===== config.mk =====
export PLATFORM = sky130hd
export DESIGN_NAME = eeg_epoch_ingest
export DESIGN_NICKNAME = d
export VERILOG_FILES = /design/src/rtl/eeg_epoch_ingest_pkg.sv /design/src/rtl/eeg_sample_conv.sv /design/src/rtl/eeg_epoch_ingest.sv
export SDC_FILE = /design/constraint.sdc
export NUM_CORES = 1
export LEC_CHECK = 0
export ABC_AREA = 1
export CAP_MARGIN = 20
export CORE_MARGIN = 10
export CORE_UTILIZATION = 40
export CTS_CLUSTER_DIAMETER = 80
export DETAILED_ROUTE_END_ITERATION = 7
export PLACE_DENSITY = 0.67
export SYNTH_ARGS = -nofsm -noshare
export SYNTH_HDL_FRONTEND = slang
export SYNTH_SLANG_ARGS = --single-unit

===== constraint.sdc =====
create_clock -name clk -period 2.5 [get_ports clk]
set_clock_uncertainty 0.1 [all_clocks]
set_input_delay 0.5 -clock clk [delete_from_list [all_inputs] [get_ports clk]]
set_output_delay 0.5 -clock clk [all_outputs]
set_load 0.03 [all_outputs]

===== src/rtl/eeg_epoch_ingest_pkg.sv =====
// Shared definitions for the EEG epoch ingest path: int-res word/address types,
// epoch geometry and the ingest FSM state encoding.
package eeg_epoch_ingest_pkg;

    localparam int INT_RES_ADDR_W = 16;
    localparam int INT_RES_DATA_W = 16;

    typedef logic        [INT_RES_ADDR_W-1:0] IntResAddr_t;
    typedef logic signed [INT_RES_DATA_W-1:0] IntRes_t;

    localparam int          EEG_EPOCH_LEN = 3000;
    localparam IntResAddr_t EEG_BASE_ADDR = 16'h1000;

    typedef enum logic [1:0] {
        IDLE_INGEST = 2'd0,
        FILL        = 2'd1,
        HANDOFF     = 2'd2,
        WAIT_CIM    = 2'd3
    } IngestState_t;

endpackage


===== src/rtl/eeg_sample_conv.sv =====
// Raw unsigned ADC code to signed fixed-point: midscale removal, arithmetic
// right shift, truncation to the int-res word width. Purely combinational.
module eeg_sample_conv #(
    parameter int IN_W   = 16,
    parameter int DATA_W = 16,
    parameter int SHIFT  = 2
) (
    input  logic [IN_W-1:0]   i_raw,
    output logic [DATA_W-1:0] o_conv
);

    localparam logic signed [IN_W:0] MIDSCALE = {2'b01, {(IN_W-1){1'b0}}};

    logic signed [IN_W:0] w_centered;
    logic signed [IN_W:0] w_shifted;

    assign w_centered = $signed({1'b0, i_raw}) - MIDSCALE;
    assign w_shifted  = w_centered >>> SHIFT;
    assign o_conv     = DATA_W'(w_shifted);

endmodule


===== src/rtl/eeg_epoch_ingest.sv =====
// Buffers one EEG epoch of converted ADC samples into int-res memory and hands it
// to the CIM. Optional dropped-sample counter enabled by EEG_INGEST_DROP_CNT_EN.
//
//   state       | meaning
//   IDLE_INGEST | disabled, samples ignored
//   FILL        | writing samples at EEG_BASE_ADDR + idx
//   HANDOFF     | epoch complete, new_sleep_epoch being issued
//   WAIT_CIM    | CIM owns the buffer until inference_done
module eeg_epoch_ingest
    import eeg_epoch_ingest_pkg::*;
#(
    parameter int EPOCH_LEN = EEG_EPOCH_LEN,
    parameter int ADDR_W    = INT_RES_ADDR_W,
    parameter int DATA_W    = INT_RES_DATA_W,
    parameter int IN_SHIFT  = 2
) (
    input  logic              clk,
    input  logic              rst_n,
    input  logic              i_en,
    input  logic              i_sample_valid,
    input  logic [15:0]       i_sample_data,
    output logic              o_mem_wr_en,
    output logic [ADDR_W-1:0] o_mem_wr_addr,
    output logic [DATA_W-1:0] o_mem_wr_data,
    output logic              o_new_sleep_epoch,
    input  logic              i_inference_done,
    output logic              o_busy
`ifdef EEG_INGEST_DROP_CNT_EN
    ,
    output logic [15:0]       o_drop_cnt
`endif
);

    localparam int IDX_W = $clog2(EPOCH_LEN);

    IngestState_t      r_state;
    IngestState_t      w_state_nxt;
    logic [IDX_W-1:0]  r_idx;
    logic              r_wr_en;
    logic [ADDR_W-1:0] r_wr_addr;
    logic [DATA_W-1:0] r_wr_data;
    logic              r_new_epoch;

    logic              w_accept;
    logic              w_idx_clr;
    logic              w_handoff;
    logic              w_drop;
    logic              w_last;
    logic [DATA_W-1:0] w_conv;

    eeg_sample_conv #(
        .IN_W   (16),
        .DATA_W (DATA_W),
        .SHIFT  (IN_SHIFT)
    ) u_conv (
        .i_raw  (i_sample_data),
        .o_conv (w_conv)
    );

    assign w_last = (r_idx == IDX_W'(EPOCH_LEN - 1));

    always_ff @(posedge clk) begin
        if (!rst_n) r_state <= IDLE_INGEST;
        else        r_state <= w_state_nxt;
    end

    // w_drop marks samples lost while the block is enabled or holding the buffer.
    always_comb begin
        w_state_nxt = r_state;
        w_accept    = 1'b0;
        w_idx_clr   = 1'b0;
        w_handoff   = 1'b0;
        w_drop      = 1'b0;
        case (r_state)
            IDLE_INGEST: begin
                w_idx_clr = 1'b1;
                w_drop    = i_en & i_sample_valid;
                if (i_en) w_state_nxt = FILL;
            end
            FILL: begin
                if (!i_en) begin
                    w_idx_clr   = 1'b1;
                    w_state_nxt = IDLE_INGEST;
                end else if (i_sample_valid) begin
                    w_accept = 1'b1;
                    if (w_last) begin
                        w_idx_clr   = 1'b1;
                        w_state_nxt = HANDOFF;
                    end
                end
            end
            HANDOFF: begin
                w_handoff   = 1'b1;
                w_drop      = i_sample_valid;
                w_state_nxt = WAIT_CIM;
            end
            WAIT_CIM: begin
                w_drop = i_sample_valid;
                if (i_inference_done) begin
                    w_idx_clr   = 1'b1;
                    w_state_nxt = i_en ? FILL : IDLE_INGEST;
                end
            end
            default: begin
                w_idx_clr   = 1'b1;
                w_state_nxt = IDLE_INGEST;
            end
        endcase
    end

    always_ff @(posedge clk) begin
        if (!rst_n)         r_idx <= '0;
        else if (w_idx_clr) r_idx <= '0;
        else if (w_accept)  r_idx <= r_idx + IDX_W'(1);
    end

    always_ff @(posedge clk) begin
        if (!rst_n) begin
            r_wr_en     <= 1'b0;
            r_wr_addr   <= '0;
            r_wr_data   <= '0;
            r_new_epoch <= 1'b0;
        end else begin
            r_wr_en     <= w_accept;
            r_new_epoch <= w_handoff;
            if (w_accept) begin
                r_wr_addr <= ADDR_W'(EEG_BASE_ADDR) + ADDR_W'(r_idx);
                r_wr_data <= w_conv;
            end
        end
    end

`ifdef EEG_INGEST_DROP_CNT_EN
    logic [15:0] r_drop_cnt;

    // Clear coincides with the pulse being issued; a drop in that same cycle counts once.
    always_ff @(posedge clk) begin
        if (!rst_n)                         r_drop_cnt <= '0;
        else if (w_handoff)                 r_drop_cnt <= {15'd0, w_drop};
        else if (w_drop && !(&r_drop_cnt))  r_drop_cnt <= r_drop_cnt + 16'd1;
    end

    assign o_drop_cnt = r_drop_cnt;
`endif

    assign o_mem_wr_en       = r_wr_en;
    assign o_mem_wr_addr     = r_wr_addr;
    assign o_mem_wr_data     = r_wr_data;
    assign o_new_sleep_epoch = r_new_epoch;
    assign o_busy            = (r_state == HANDOFF) || (r_state == WAIT_CIM);

endmodule


## After elaboration in Yosys (flattened, before gate mapping)

Index checks and enable logic that the tools add are counted.

| word-level totals | value |
|---|---|
| bits in registers | 47 |
| input bits | 21 |
| output and inout port bits | 35 |
| logic and storage cells | 38 |

| cells by class | value |
|---|---|
| $add $sub $neg | 3 |
| equality and inequality tests | 8 |
| muxes and demuxes | 16 |
| bitwise gates (word level) | 1 |
| reduce and logical (&&, ||, !) cells | 4 |

Operators by type and width:

| kind | number |
|---|---|
| $sub A16 B16 Y17 const B | 1 |
| $add A13 B12 Y14 const A | 1 |
| $add A12 B1 Y12 const B | 1 |
| $eq A12 B12 Y1 const B | 1 |
| $mux W2 | 5 |
| $mux W1 | 9 |
| $pmux W2 S4 | 1 |
| $ne A3 B3 Y1 const B | 2 |
| $eq A2 B2 Y1 const B | 2 |
| $ne A2 B2 Y1 const B | 2 |
| $reduce_and A4 Y1 | 1 |
| $pmux W1 S3 | 1 |
| $eq A2 B1 Y1 const B | 1 |
| $logic_not A2 Y1 | 1 |
| $reduce_or A2 Y1 | 1 |
| $logic_or A1 B1 Y1 | 1 |
| $not A1 Y1 | 1 |

## Longest topological paths before layout

Gate-level depths: netlist of the first run.

| logic depth | value |
|---|---|
| depth in word-level cells | 6 |
| gate-level depth with buffers | 9 |
| depth with buffers taken out | 8 |

## Cells and area by module

Synthesis of the first run repeated with hierarchy kept, for this count alone.

| second synthesis, totals | value |
|---|---|
| cells, all modules | 260 |
| area total of the unflattened synthesis | 2005.7 sq um |

Modules (own cells, without submodules):

| module | instances | cells an instance | area each (sq um) | sequential area each (sq um) |
|---|---|---|---|---|
| eeg_epoch_ingest | 1 | 244 | 1889.3 | 900.9 |
| eeg_sample_conv | 1 | 16 | 116.4 | 0.0 |

## Worst setup path after synthesis of the first run

No wires, ideal clock.

| timing path | value |
|---|---|
| path kind | reg2reg |
| start point | reg r_idx[0] |
| end point | reg r_idx[5] |
| setup time | 0.114 ns |
| arrival | 1.366 ns |
| data required time | 2.286 ns |
| path slack | 0.920 ns |
| stages on the path, launching flop included | 9 |
| path buffers | 2 |
| period minus slack after synthesis | 1.580 ns |
| cells stage by stage | dfxtp_1 -> ha_1 -> clkbuf_1 -> nand4_1 -> o21ai_2 -> nand3_1 -> nand2_1 -> buf_4 -> nor2_1 |

| on the way | value |
|---|---|
| cells in the longest elaborated chain, start to end | 6 |
| elaborated cells between the ends (all ways) | 7 |
| classes of those cells | add/sub (1); eq/ne (1); mux (4); reduce/logical (1) |

RTL lines:

| what | line | RTL |
|---|---|---|
| from (decl) | eeg_epoch_ingest.sv:38 | `logic [IDX_W-1:0] r_idx;` |
| from (signal assigned) | eeg_epoch_ingest.sv:114 | `else if (w_accept) r_idx <= r_idx + IDX_W'(1);` |
| $eq A12 B12 Y1 | eeg_epoch_ingest.sv:60 | `assign w_last = (r_idx == IDX_W'(EPOCH_LEN - 1));` |
| $mux W1 | eeg_epoch_ingest.sv:86 | `if (w_last) begin` |
| $mux W1 | eeg_epoch_ingest.sv:84 | `end else if (i_sample_valid) begin` |
| $mux W1 | eeg_epoch_ingest.sv:81 | `if (!i_en) begin` |
| $pmux W1 S3 | eeg_epoch_ingest.sv:74 | `case (r_state)` |
| $reduce_or A2 Y1 (no source line) | -- |  |

Parallel ways exist; a longest one is shown, timed or not.
A chain may end at the register's enable or synchronous reset.

==> reports/results.txt, run 1 <==
Status = finished, final reports clean
Fin. Hold Viols = 0
Crit share post-route = 84.5%
Leakage = 0.937 nW
Clk sinks = 43
# IOs = 56
Largest net degree at the start of global routing = 30
Number of antenna violations at the first check in global routing = 0
Die height = 88.3 um
Max Slew Vio Count = 0
Placer Congestion = 0.870
Root buffer cell = clkbuf_8
Number of cell rows = 24
CP max FO = 8
Post-route ant nets = 0
Switching share of power = 25.9%
Reg2Reg Launch Point = r_idx[0]$_SDFFE_PP0P_
Post-route cell area = 2460 um2
WP buf/inv = 1
Register area share after synthesis = 46.1%
Crit-path slowest cell = clkdlybuf4s50_1
Worst-skew pair later-pin latency = 290 ps
Initial cell density of the core = 42.0%
Crit-path cells = clkdlybuf4s50_1
Worst hold start = o_mem_wr_addr[12]$_SDFFE_PN0P_
Critical path class = flip-flop to output port
Vias per std cell = 4.75
1st-iter DRT viols = 95
Worst min path class = flip-flop to flip-flop
Num CTS Buffers = 5
Placed Instance Area = 2350 um2
Tot GR Track Use = 11.3%
Wire length per cell = 12.7 um
Startpoint types = flip-flop
Routed vias = 1669
F_max = 473 MHz
TritonCTS clock tree = yes
Synthesized instance count = 254
Crit-path leading delay family = buffers and inverters
Vias in the first global route = 1526
Max Cap Viol = 0
Maximum VDD drop = 0.307 mV
Total gr overflow = 0
Power density cells = 575 nW/um2
N_diodes = 0
Die area = 7800 um2
Die width = 88.3 um
Syn avg cell area = 7.35 um2
Hold-fix buffers, CTS = 0
P_sw = 0.366 mW
Synthesized area = 1870 um2
Period minus WS final = 2110 ps
CTS H-tree lvls = 2
Synth unique cells = 24
Met1 wire length = 2000 um
Share of cells above drive strength 1 = 6.69%
Flop pwr share = 51.2%
Nets = 320
CP Data Required Time = 1900 ps
Yosys reg bits = 43
RSZ-0062 raised after global routing = false
Buffers added on ports = 50
Worst-path clk slew = 80 ps
Setup violators final = 0
DRT Pass-1 Iters = 4
Gate power share = 14.6%
Final setup TNS = 0 ps
CP endpoint kind = output port
Core Region = 4440 um2
Layout Utilization = 55.3%
Slowest stage delay, CP = 730 ps
DR top layer = met4
Clock power frac = 34.2%
Internal = 1.05 mW
Fill cell count = 431
Setup Fix Bufs, Post-CTS = 0
Clock buffer depth = 2
First-pass GRT wire length = 7130 um
Wire length on met2 = 2070 um
Yosys warning count = 0
Final wirelength = 4450 um
DP Wirelength = 3290 um
Post-cts sizing count = 0
Met3 routed WL = 331 um
Area growth, synth to finish = 31.7%
Critical Path AT = 1510 ps
Final routed DRC violation total = 0
[metal layers]
metal	GRT usage (%)	vias up
met5	0	-
met4	3.52	0
met3	4.41	6
met2	18.4	34
met1	13.5	744
li1	-	885
[synth_stat cells, drive strengths merged]
library cell | number | share of area [%]
nand2 | 36 | 7.5
nand3 | 7 | 1.9
a211oi | 2 | 0.80
ha | 1 | 0.67
o21ai | 25 | 6.9
nor3 | 1 | 0.27
dfxtp | 43 | 46
buf | 14 | 5.2
a21oi | 17 | 4.6
o31ai | 1 | 0.40
inv | 17 | 3.4
nand4 | 7 | 2.3
nor2 | 70 | 15
xor2 | 7 | 3.3
clkbuf | 5 | 1.0
conb | 1 | 0.20
[area by class of cell]
cell class	instances	area [um2]	area share (%)
clock inverters	1	7.51	0.305
clock buffers	7	96.3	3.92
flip-flops and latches	43	861	35.0
well taps	52	65.1	2.65
repair buffers	54	531	21.6
multi-input cells	177	835	33.9
inverters	17	63.8	2.60
[placed cells by master, fill, tap and decap left out]
master | Yosys | final
dfxtp_1 | 43 | 43
nand2_2 | 2 | 2
clkdlybuf4s50_1 | 0 | 50
o21ai_2 | 1 | 1
a21oi_1 | 17 | 17
ha_1 | 1 | 1
xor2_1 | 7 | 7
nor2_2 | 1 | 1
o31ai_1 | 1 | 1
nor2_8 | 1 | 1
conb_1 | 1 | 3
inv_1 | 15 | 15
a211oi_1 | 2 | 2
buf_4 | 8 | 4
nor2_1 | 67 | 67
nand3_1 | 7 | 7
nor2_4 | 1 | 1
nor3_1 | 1 | 1
o21ai_0 | 24 | 24
inv_2 | 2 | 2
clkbuf_8 | 0 | 7
clkinvlp_4 | 0 | 1
nand4_1 | 7 | 7
nand2_1 | 34 | 34
[state kept, by name, indices dropped and copies added, names as in the netlist, named ones only]
name,cells
o_mem_wr_addr,13
o_mem_wr_data,14
o_mem_wr_en,1
o_new_sleep_epoch,1
r_idx,12
r_state,1
[per-stage QoR]
stage | power, mW | hold slack [ps] | instances | setup slack, ps
final | 1.41 | 372 | 351 | 387
after global placement | 0.946 | 349 | 343 | 405
after CTS | 1.44 | 378 | 351 | 374
after detailed placement | 0.948 | 360 | 343 | 393
after global routing | 1.48 | 427 | 351 | 319
after floorplan | 0.863 | 369 | 256 | 920
[power by group through the flow]
stage	Sequential, mW	Clock (mW)	Combinational (mW)
6_report	0.723	0.484	0.206
4_1_cts	0.724	0.504	0.209
3_3_place_gp	0.739	0	0.207
3_5_place_dp	0.740	0	0.208
2_1_floorplan	0.780	0	0.0831
5_1_grt	0.727	0.530	0.223
[cell families after synthesis]
kind of cell,share of synthesized area [%]
AOI/OAI and AO/OA,12.7
xor gates and xnor gates,3.28
and+or+nand+nor,27.5
adders and majority gates,0.670
other,0.201
buffers and inverters,9.58
DFF,46.1
[path summary, 6_finish.rpt]
check,endpoint,slack [ps],cells past startpoint
max,o_busy,390,1
min,o_mem_wr_addr[12]$_SDFFE_PN0P_,370,2
max reg2reg,r_idx[11]$_SDFFE_PP0P_,680,6
min reg2reg,o_mem_wr_addr[12]$_SDFFE_PN0P_,370,2
(Power assumes the default switching activity.)
==> inputs of run 2 (changes only) <==
--- a/config.mk
+++ b/config.mk
@@ -11,7 +11,7 @@
 export CORE_UTILIZATION = 40
 export CTS_CLUSTER_DIAMETER = 80
 export DETAILED_ROUTE_END_ITERATION = 7
-export PLACE_DENSITY = 0.67
+export PLACE_DENSITY = 0.69
 export SYNTH_ARGS = -nofsm -noshare
 export SYNTH_HDL_FRONTEND = slang
 export SYNTH_SLANG_ARGS = --single-unit
==> constraint.sdc (replaced) <==
create_clock -name clk -period 1.8 [get_ports clk]
set_clock_uncertainty 0.1 [all_clocks]
set_input_delay 0.36 -clock clk [delete_from_list [all_inputs] [get_ports clk]]
set_output_delay 0.36 -clock clk [all_outputs]
set_load 0.03 [all_outputs]
==> run 2 against run 1 <==
Sequential share of layout area is 1.7 points lower. Sequential cell count is the same. Sequential power is 38% higher. Core utilization grew 2.9 points. Die area is the same. Power increased by 40%. Worst hold slack worse by 5.9 ps. Combinational power up 49%. Wire length increased by 2.7%. Worst setup slack got worse by 350 ps. First-iteration DRC count rose by 6.3%. Critical endpoint is now o_mem_wr_data[6]. Largest power group unchanged. Highest routed layer unchanged.
==> reports/results.txt, run 2 (synthesized netlist as in run 1, its figures left out) <==
Max Slew Vio Count = 0 (unchanged)
Post-route cell area = 2590 um2 (was 2460 um2)
Status = finished, final reports clean (unchanged)
Number of antenna violations at the first check in global routing = 0 (unchanged)
Fin. Hold Viols = 0 (unchanged)
Crit-path cells = clkdlybuf4s50_1 (unchanged)
Total gr overflow = 0 (unchanged)
Placer Congestion = 0.862 (was 0.870)
Hold Crit Depth = 2 (unchanged)
Crit-path leading delay family = buffers and inverters (unchanged)
Setup Fix Bufs, Post-CTS = 0 (unchanged)
Final setup TNS = 0 ps (unchanged)
# IOs = 56 (unchanged)
Area growth, synth to finish = 38.5% (was 31.7%)
Crit share post-route = 97.7%
Die height = 88.3 um (unchanged)
Post-route ant nets = 0 (unchanged)
CTS H-tree lvls = 2 (unchanged)
DRT Pass-1 Iters = 4 (unchanged)
Die area = 7800 um2 (unchanged)
Clock buffer depth = 2 (unchanged)
Share of cells above drive strength 1 = 9.42% (was 6.69%)
N_diodes = 0 (unchanged)
TritonCTS clock tree = yes (unchanged)
Most common cell after layout, fill and taps aside = nor2_1 (unchanged)
Max Cap Viol = 0 (unchanged)
Total power = 1.98 mW (was 1.41 mW)
First-pass GRT wire length = 7440 um (was 7130 um)
Layout Utilization = 58.2% (was 55.3%)
Tot GR Track Use = 11.9% (was 11.3%)
Worst hold start = o_mem_wr_addr[0]$_SDFFE_PN0P_ (was o_mem_wr_addr[12]$_SDFFE_PN0P_)
Setup violators final = 0 (unchanged)
Number of cell rows = 24 (unchanged)
Reg2Reg Launch Point = r_idx[0]$_SDFFE_PP0P_ (unchanged)
Clk sinks = 43 (unchanged)
1st-iter DRT viols = 101 (was 95)
Nets = 329 (was 320)
Slowest stage delay, CP = 680 ps (was 730 ps)
CP max FO = 2 (was 8)
F_max = 568 MHz
DP Wirelength = 3470 um (was 3290 um)
Final WS setup = 40.6 ps (was 387 ps)
Hold EP = o_mem_wr_addr[0]$_SDFFE_PN0P_ (was o_mem_wr_addr[12]$_SDFFE_PN0P_)
Startpoint types = flip-flop (unchanged)
Initial cell density of the core = 42.0% (unchanged)
Max reg flops = 14 (unchanged)
Num CTS Buffers = 5 (unchanged)
CP Data Required Time = 1340 ps (was 1900 ps)
Highest-count cells in the layout ignoring fill and taps = 67 x nor2_1, 43 x dfxtp_1, 34 x nand2_1 (was 67 x nor2_1, 50 x clkdlybuf4s50_1, 43 x dfxtp_1)
Worst-path clk slew = 80 ps (about the same)
Leakage = 1.29 nW (was 0.937 nW)
Wire length per cell = 12.7 um (about the same)
Buffers added on ports = 50 (unchanged)
Largest net degree at the start of global routing = 21 (was 30)
Power density cells = 767 nW/um2 (was 575 nW/um2)
Crit-path slowest cell = clkdlybuf4s50_1 (unchanged)
Routed vias = 1716 (was 1669)
Die width = 88.3 um (unchanged)
Final routed DRC violation total = 0 (unchanged)
Vias in the first global route = 1555 (was 1526)
Place WS = -83.8 ps (was 393 ps)
Final wirelength = 4570 um (was 4450 um)
WP buf/inv = 1 (unchanged)
Root buffer cell = clkbuf_8 (unchanged)
Vias per std cell = 4.77 (was 4.75)
Period minus WS final = 1760 ps
Reg-to-reg endpoint = r_idx[5]$_SDFFE_PP0P_ (was r_idx[11]$_SDFFE_PP0P_)
Setup slack, reg-to-reg = 280 ps (was 680 ps)
Critical path class = flip-flop to output port (unchanged)
Critical Path AT = 1300 ps (was 1510 ps)
CP endpoint kind = output port (unchanged)
Worst min path class = flip-flop to flip-flop (unchanged)
Maximum VDD drop = 0.418 mV (was 0.307 mV)
Placed Instance Area = 2450 um2 (was 2350 um2)
FF-to-FF path depth = 7 (was 6)
Core Region = 4440 um2 (unchanged)
Worst-skew pair later-pin latency = 290 ps (about the same)
==> run 2: layout make-up <==
| type | count | area, um2 |
|---|---|---|
| flip-flops and latches | 43 | 861 |
| fillers | 428 | 1860 |
| repair buffers | 63 | 658 |
| inverters | 17 | 63.8 |
| clock inverters | 1 | 7.51 |
| multi-input cells | 177 | 835 |
| clock buffers | 7 | 96.3 |
| well taps | 52 | 65.1 |
==> run 2: stage by stage <==
| step | instances | hold slack (ps) |
|---|---|---|
| finish | 360 | 366 |
| global route | 360 | 401 |
| CTS | 360 | 374 |
| detailed placement | 352 | 363 |
| global placement | 352 | 350 |
| floorplan | 256 | 349 |
==> run 2: repair_timing <==
action / 4_1_cts / 5_1_grt
gates resized for setup: 4 / 16
hold buffers: 0 / 0
setup endpoints to repair: 4 / 16
==> run 2: routing by layer <==
| metal | GRT usage, % | share of wire (%) |
|---|---|---|
| met1 | 14.5 | 45 |
| met2 | 19.2 | 47 |
| met3 | 4.14 | 6.4 |
| met4 | 3.67 | 1.2 |
| met5 | 0 | 0 |
==> run 2: worst max path at each step <==
stage                               endpoint                           from  slack, ps  cells after the start
3_5_place_dp   o_mem_wr_addr[2]$_SDFFE_PN0P_                 i_sample_valid        -80                      6
3_3_place_gp   o_mem_wr_data[0]$_SDFFE_PN0P_                 i_sample_valid        -50                      6
2_1_floorplan          r_idx[5]$_SDFFE_PP0P_          r_idx[0]$_SDFFE_PP0P_        220                      8
4_1_cts                     o_mem_wr_addr[0]  o_mem_wr_addr[0]$_SDFFE_PN0P_          5                      1
6_report                    o_mem_wr_data[6]  o_mem_wr_data[6]$_SDFFE_PN0P_         40                      1
5_1_grt                     o_mem_wr_data[6]  o_mem_wr_data[6]$_SDFFE_PN0P_        -20                      1
==> run 2: where the power goes <==
part           switching [mW]  leakage, nW  total, mW  internal, mW
registers              0.0161        0.349       1.00         0.985
clock network           0.328       0.0505      0.677         0.349
logic                   0.174        0.895      0.307         0.132
